--- src/rtl/wb_stream_writer_pkg.sv ---
// Shared types for the stream-to-Wishbone writer: FSM states and bus response decode.
package wb_stream_pkg;

  typedef enum logic [1:0] {
    IDLE    = 2'd0,
    ACTIVE  = 2'd1,
    BACKOFF = 2'd2
  } state_e;

  typedef enum logic [1:0] {
    RSP_NONE = 2'd0,
    RSP_ACK  = 2'd1,
    RSP_ERR  = 2'd2,
    RSP_RTY  = 2'd3
  } rsp_e;

  // ack beats err beats rty when a device asserts several at once.
  function automatic rsp_e decode_rsp(input logic ack, input logic err, input logic rty);
    rsp_e rsp;
    if (ack)      rsp = RSP_ACK;
    else if (err) rsp = RSP_ERR;
    else if (rty) rsp = RSP_RTY;
    else          rsp = RSP_NONE;
    return rsp;
  endfunction

endpackage

--- src/rtl/wb_stream_writer_if.sv ---
// Wishbone classic bus bundle; controller drives the cycle, device answers it.
interface wishbone_classic #(
  parameter int DAT_WIDTH = 8
);
  logic                 cyc_o;
  logic                 stb_o;
  logic                 we_o;
  logic [DAT_WIDTH-1:0] dat_o;
  logic [DAT_WIDTH-1:0] dat_i;
  logic                 ack_i;
  logic                 err_i;
  logic                 rty_i;

  modport controller (
    output cyc_o, stb_o, we_o, dat_o,
    input  dat_i, ack_i, err_i, rty_i
  );

  modport device (
    input  cyc_o, stb_o, we_o, dat_o,
    output dat_i, ack_i, err_i, rty_i
  );
endinterface

--- src/rtl/wb_stream_writer_sat_counter.sv ---
// Saturating up-counter with asynchronous active-low clear; sticks at all-ones.
module wb_sat_counter #(
  parameter int WIDTH = 8
) (
  input  logic             clk_i,
  input  logic             rst_ni,
  input  logic             inc_i,
  output logic [WIDTH-1:0] count_o
);

  logic [WIDTH-1:0] count_q;

  always_ff @(posedge clk_i or negedge rst_ni) begin
    if (!rst_ni) begin
      count_q <= '0;
    end else if (inc_i && !(&count_q)) begin
      count_q <= count_q + 1'b1;
    end
  end

  assign count_o = count_q;

endmodule

--- src/rtl/wb_stream_writer.sv ---
// Turns each accepted stream beat into one Wishbone classic write, with bounded rty retries.
// Optional response timeout is enabled by defining WB_STREAM_WRITER_TIMEOUT_EN.
module wb_stream_writer
  import wb_stream_pkg::*;
#(
  parameter int DAT_WIDTH = 8,
  parameter int MAX_RETRY = 3,
  parameter int RETRY_GAP = 2,
  parameter int TIMEOUT   = 255,
  parameter int CNT_WIDTH = 8
) (
  input  logic                 clk_i,
  input  logic                 rst_ni,
  input  logic                 s_valid_i,
  output logic                 s_ready_o,
  input  logic [DAT_WIDTH-1:0] s_data_i,
  wishbone_classic.controller  wb,
  output logic                 busy_o,
  output logic                 err_pulse_o,
  output logic [CNT_WIDTH-1:0] drop_count_o
);

  localparam int RW = (MAX_RETRY < 1) ? 1 : $clog2(MAX_RETRY + 1);
  localparam int GW = (RETRY_GAP < 2) ? 1 : $clog2(RETRY_GAP);

  state_e               state_q, state_d;
  logic [DAT_WIDTH-1:0] hold_q, hold_d;
  logic [RW-1:0]        retry_q, retry_d;
  logic [GW-1:0]        gap_q, gap_d;
  logic                 cyc_q, cyc_d;
  logic                 ready_q, ready_d;
  logic                 busy_q, busy_d;
  logic                 err_pulse_q;
  logic                 drop;
  rsp_e                 rsp;

`ifdef WB_STREAM_WRITER_TIMEOUT_EN
  localparam int TW = (TIMEOUT < 2) ? 1 : $clog2(TIMEOUT);
  logic [TW-1:0] timer_q, timer_d;
`endif

  always_ff @(posedge clk_i or negedge rst_ni) begin
    if (!rst_ni) begin
      state_q     <= IDLE;
      hold_q      <= '0;
      retry_q     <= '0;
      gap_q       <= '0;
      cyc_q       <= 1'b0;
      ready_q     <= 1'b0;
      busy_q      <= 1'b0;
      err_pulse_q <= 1'b0;
    end else begin
      state_q     <= state_d;
      hold_q      <= hold_d;
      retry_q     <= retry_d;
      gap_q       <= gap_d;
      cyc_q       <= cyc_d;
      ready_q     <= ready_d;
      busy_q      <= busy_d;
      err_pulse_q <= drop;
    end
  end

`ifdef WB_STREAM_WRITER_TIMEOUT_EN
  always_ff @(posedge clk_i or negedge rst_ni) begin
    if (!rst_ni) timer_q <= '0;
    else         timer_q <= timer_d;
  end
`endif

  always_comb begin
    state_d = state_q;
    hold_d  = hold_q;
    retry_d = retry_q;
    gap_d   = gap_q;
    drop    = 1'b0;
`ifdef WB_STREAM_WRITER_TIMEOUT_EN
    timer_d = timer_q;
`endif
    // Responses are only looked at in ACTIVE, i.e. while cyc_o is high.
    rsp = decode_rsp(wb.ack_i, wb.err_i, wb.rty_i);

    unique case (state_q)
      IDLE: begin
        if (s_valid_i && ready_q) begin
          hold_d  = s_data_i;
          retry_d = '0;
          state_d = ACTIVE;
`ifdef WB_STREAM_WRITER_TIMEOUT_EN
          timer_d = '0;
`endif
        end
      end
      ACTIVE: begin
        unique case (rsp)
          RSP_ACK: state_d = IDLE;
          RSP_ERR: begin
            state_d = IDLE;
            drop    = 1'b1;
          end
          RSP_RTY: begin
            if (retry_q == RW'(MAX_RETRY)) begin
              state_d = IDLE;
              drop    = 1'b1;
            end else begin
              retry_d = retry_q + 1'b1;
              gap_d   = GW'(RETRY_GAP - 1);
              state_d = BACKOFF;
            end
          end
          default: begin
`ifdef WB_STREAM_WRITER_TIMEOUT_EN
            // The count is the number of silent ACTIVE cycles already completed.
            if (timer_q == TW'(TIMEOUT - 1)) begin
              state_d = IDLE;
              drop    = 1'b1;
            end else begin
              timer_d = timer_q + 1'b1;
            end
`endif
          end
        endcase
      end
      BACKOFF: begin
        if (gap_q == '0) begin
          state_d = ACTIVE;
`ifdef WB_STREAM_WRITER_TIMEOUT_EN
          timer_d = '0;
`endif
        end else begin
          gap_d = gap_q - 1'b1;
        end
      end
      default: state_d = IDLE;
    endcase

    cyc_d   = (state_d == ACTIVE);
    ready_d = (state_d == IDLE);
    busy_d  = (state_d != IDLE);
  end

  wb_sat_counter #(
    .WIDTH (CNT_WIDTH)
  ) u_drop_cnt (
    .clk_i   (clk_i),
    .rst_ni  (rst_ni),
    .inc_i   (drop),
    .count_o (drop_count_o)
  );

  assign wb.cyc_o    = cyc_q;
  assign wb.stb_o    = cyc_q;
  assign wb.we_o     = cyc_q;
  assign wb.dat_o    = hold_q;
  assign s_ready_o   = ready_q;
  assign busy_o      = busy_q;
  assign err_pulse_o = err_pulse_q;

endmodule

--- src/flat_wrapper.sv ---
// flat-port wrapper written by rule: the top's interface ports become plain ports
module wb_stream_writer_flat import wb_stream_pkg::*;
#(
  parameter int DAT_WIDTH = 8,
  parameter int MAX_RETRY = 3,
  parameter int RETRY_GAP = 2,
  parameter int TIMEOUT   = 255,
  parameter int CNT_WIDTH = 8
)
  (clk_i, rst_ni, s_valid_i, s_ready_o, s_data_i, busy_o, err_pulse_o, drop_count_o, wb_cyc_o, wb_stb_o, wb_we_o, wb_dat_o, wb_dat_i, wb_ack_i, wb_err_i, wb_rty_i);
  wishbone_classic #(.DAT_WIDTH(DAT_WIDTH)) wb_i ();
  input  logic clk_i;
  input  logic rst_ni;
  input  logic s_valid_i;
  output logic s_ready_o;
  input  logic [DAT_WIDTH-1:0] s_data_i;
  output logic busy_o;
  output logic err_pulse_o;
  output logic [CNT_WIDTH-1:0] drop_count_o;
  output wire logic [$bits(wb_i.cyc_o)-1:0] wb_cyc_o;
  output wire logic [$bits(wb_i.stb_o)-1:0] wb_stb_o;
  output wire logic [$bits(wb_i.we_o)-1:0] wb_we_o;
  output wire logic [$bits(wb_i.dat_o)-1:0] wb_dat_o;
  input wire logic [$bits(wb_i.dat_i)-1:0] wb_dat_i;
  input wire logic [$bits(wb_i.ack_i)-1:0] wb_ack_i;
  input wire logic [$bits(wb_i.err_i)-1:0] wb_err_i;
  input wire logic [$bits(wb_i.rty_i)-1:0] wb_rty_i;
  assign wb_cyc_o = wb_i.cyc_o;
  assign wb_stb_o = wb_i.stb_o;
  assign wb_we_o = wb_i.we_o;
  assign wb_dat_o = wb_i.dat_o;
  assign wb_i.dat_i = wb_dat_i;
  assign wb_i.ack_i = wb_ack_i;
  assign wb_i.err_i = wb_err_i;
  assign wb_i.rty_i = wb_rty_i;
  wb_stream_writer #(.DAT_WIDTH(DAT_WIDTH), .MAX_RETRY(MAX_RETRY), .RETRY_GAP(RETRY_GAP), .TIMEOUT(TIMEOUT), .CNT_WIDTH(CNT_WIDTH)) u_core (.clk_i(clk_i), .rst_ni(rst_ni), .s_valid_i(s_valid_i), .s_ready_o(s_ready_o), .s_data_i(s_data_i), .wb(wb_i), .busy_o(busy_o), .err_pulse_o(err_pulse_o), .drop_count_o(drop_count_o));
endmodule
--- config.mk ---
export PLATFORM = sky130hd
export DESIGN_NAME = wb_stream_writer_flat
export DESIGN_NICKNAME = d
export VERILOG_FILES = /design/src/rtl/wb_stream_writer_pkg.sv /design/src/rtl/wb_stream_writer_if.sv /design/src/rtl/wb_stream_writer_sat_counter.sv /design/src/rtl/wb_stream_writer.sv /design/src/flat_wrapper.sv
export SDC_FILE = /design/constraint.sdc
export NUM_CORES = 1
export LEC_CHECK = 0
export ABC_CLOCK_PERIOD_IN_PS = 2600
export BUFFER_PORTS_ARGS = -buffer_cell sky130_fd_sc_hd__buf_4
export CAP_MARGIN = 20
export CORE_ASPECT_RATIO = 0.5
export CORE_MARGIN = 2
export CORE_UTILIZATION = 35
export DETAILED_ROUTE_END_ITERATION = 8
export HOLD_SLACK_MARGIN = 0.05
export SYNTH_ARGS = -nofsm -noshare
export SYNTH_HDL_FRONTEND = slang
export SYNTH_SLANG_ARGS = --single-unit
--- constraint.sdc ---
create_clock -name clk_i -period 2.6 [get_ports clk_i]
set_input_delay 0.65 -clock clk_i [delete_from_list [all_inputs] [get_ports clk_i]]
set_output_delay 0.65 -clock clk_i [all_outputs]
set_load 0.02 [all_outputs]
==> impl_metrics.tcl <==
set metrics [dict create \
    routed_wl_um 2290 \
    grt_antenna_before_repair 0 \
    row_count 15 \
    ant_nets 0 \
    synth.mux.area_fraction_pct 13.0 \
    fin_crit_ns 1.98 \
    synth.top_cell.area_share_pct 49.5 \
    die_w_um 89.0 \
    drive_gt1_share_pct 35.8 \
    cts_setup_buffers 0 \
    grt_overflow 0 \
    yosys.area_share.xor_xnor_pct 1.39 \
    syn_area_per_cell_um2 11.3 \
    end_kind "flop" \
    cts-resized-gates 0 \
    clockRootBuffer "clkbuf_8" \
    fin_nets 177 \
    synthTopCellsByArea "dfrtp_1, mux2_2, ha_1" \
    synth_cell_type_count 38 \
    skew_ns 0.0100 \
    syn_to_final_growth_pct 28.1 \
    synthFlopType "dfrtp_1" \
    drc 0 \
    synthAdderAreaFrac_pct 5.94 \
    clk_latency_ns 0.27 \
    slew_headroom_pct 74.6 \
    cp_max_fo 9 \
    drtPass1Iterations 4 \
    synth_top_family_by_area "simple AND/OR/NAND/NOR gates" \
    timing.setup.tns_ns 0 \
    p_leak_uw 0.000792 \
    synth_warnings 0 \
    path_delay_family "simple AND/OR/NAND/NOR gates" \
    start_kind "flop" \
    diodes 0 \
    synth_top_cells_by_count "dfrtp_1, inv_1, mux2_2, nand2_1, nor2_1" \
    drt_iter0_markers 9 \
    routedWlPerCell_um 11.5 \
    dp.cells 195 \
    start_util_pct 36.6 \
    core_um2 3450 \
    synth_edf_count 0 \
    drv_slew 0 \
    max_freq_mhz 504 \
    synth-compound-area-share_pct 9.41 \
    syn_nets 140 \
    rsz0062_at_grt "false" \
    path_class "flop to flop" \
    final_hold_viol_count 0 \
    cp_slowest_stage_delay_ns 0.44 \
    cts-htree-levels 1 \
    cts_tree "built" \
    vias 922 \
    cap_violations 0 \
    hold_buffers 0 \
    synth-simple-area-share_pct 15.9 \
    clk_pin_slew_worst_paths_ns 0.09 \
    synth_area_um2 1260 \
    status "finished, final reports clean" \
    ios 44 \
    worst_slack_ns 0.616 \
    worst_pin_slew_ns 0.379 \
    grt_pass1_vias 850 \
    finalCritPeriodShare_pct 76.3 \
    clock_tree.buffer_depth 2 \
    peakVddDrop_mv 0.304 \
    critical_path_buf_inv_count 1 \
    ys_ff_latch 25 \
    yosysMostFrequentCell "dfrtp_1" \
    finalSetupViolCount 0 \
    crit_path_top_delay_cell "dfrtp_1" \
    clock-sinks 25 \
    critical_path_arrival_ns 2.15 \
    synthArstFlopShare_pct 100 \
    grt.total_usage_pct 12.4 \
    globalplace.congestion 0.766 \
    powerDensity_nw_per_um2 1110 \
    stdcell_count 199 \
    final_util_pct 46.9 \
    pre_cts_ws_ns 0.629 \
    synth_area_leader_cell "dfrtp_1" \
    path_cells "inv_1, ha_1, nand2b_1, or2_4, nor3_1, mux2_1" \
    port_buffers 35 \
    numCtsBuffers 3 \
    hp-class "primary input to async pin" \
    synthesis.instances 112 \
    grt_pass1_wl_um 3800 \
    die_h_um 46.5 \
    seq_area_frac_synth_pct 49.5 \
    grt_start_max_net_pins 26 \
    viasPerCell 4.63 \
    dieArea_um2 4140 \
    required_ns 2.76 \
    hpwlAfterDp_um 1800 \
]
==> stage by stage <==
| step | hold slack, ns | power, uW | area [um2] |
|---|---|---|---|
| after global routing | 0.275 | 1950 | 1620 |
| final | 0.267 | 1800 | 1620 |
| after global placement | 0.489 | 1570 | 1570 |
| after floorplan | 0.354 | 1260 | 1260 |
| after detailed placement | 0.496 | 1590 | 1570 |
| after CTS | 0.269 | 1830 | 1620 |
==> area by class of cell <==
type                    count  area, um2
inverters                   9       33.8
clock buffers               3       41.3
fillers                   350       1830
multi-input cells          74        577
well taps                  51       63.8
flip-flops and latches     25        626
repair buffers             36        270
clock inverters             1       7.51
==> where the power goes <==
part | internal [uW] | switching, uW
clock | 108 | 121
combinational | 420 | 477
sequential | 551 | 123
==> flip-flops by register name, indices dropped and copies added, names as in the netlist <==
signal / cells
u_core.busy_o: 1
u_core.err_pulse_o: 1
u_core.gap_q: 1
u_core.retry_q: 2
u_core.s_ready_o: 1
u_core.state_q: 2
u_core.u_drop_cnt.count_o: 8
u_core.wb.cyc_o: 1
u_core.wb.dat_o: 8
==> placed cells by master (no fill, tap or decap), drive strengths merged, types with 2 or more instances in the layout <==
master	instances
buf	36
dfrtp	25
mux2	11
inv	9
nand2	8
nor2	8
ha	6
nand3	5
a21oi	4
mux2i	4
nand2b	3
clkbuf	3
nor3	2
o21ai	2
==> path summary, 6_finish.rpt <==
kind                                                            end  slack (ns)                      startpoint  cells after the start
max                        u_core.u_drop_cnt.count_o[6]$_DFFE_PN0P_        0.62     u_core.state_q[1]$_DFF_PN0_                      6
min                                  u_core.wb.dat_o[0]$_DFFE_PN0P_        0.27                          rst_ni                      1
max reg2reg                u_core.u_drop_cnt.count_o[6]$_DFFE_PN0P_        0.62     u_core.state_q[1]$_DFF_PN0_                      6
min reg2reg                          u_core.wb.dat_o[0]$_DFFE_PN0P_        0.51  u_core.wb.dat_o[0]$_DFFE_PN0P_                      1
max in group asynchronous            u_core.wb.dat_o[3]$_DFFE_PN0P_        2.09                          rst_ni                      1
min in group clk_i                   u_core.wb.dat_o[0]$_DFFE_PN0P_        0.51  u_core.wb.dat_o[0]$_DFFE_PN0P_                      1
==> per-layer routing <==
metal  up-vias  track usage (%)  wire length, um  part of all wire (%)
li1        465                -                -                     -
met1       441             14.7             1070                    47
met2        16             21.9             1150                    50
met3         0             4.30               80                   3.5
met4         0             3.58                0                     0
met5         -                0                0                     0
==> cells by family after synthesis <==
family,Yosys count
simple gates,35
flops,25
compound gates,16
mux,15
buf+inv,13
fa+ha+maj,6
xor+xnor,2
Note: power is estimated with default switching activity, not from simulation.
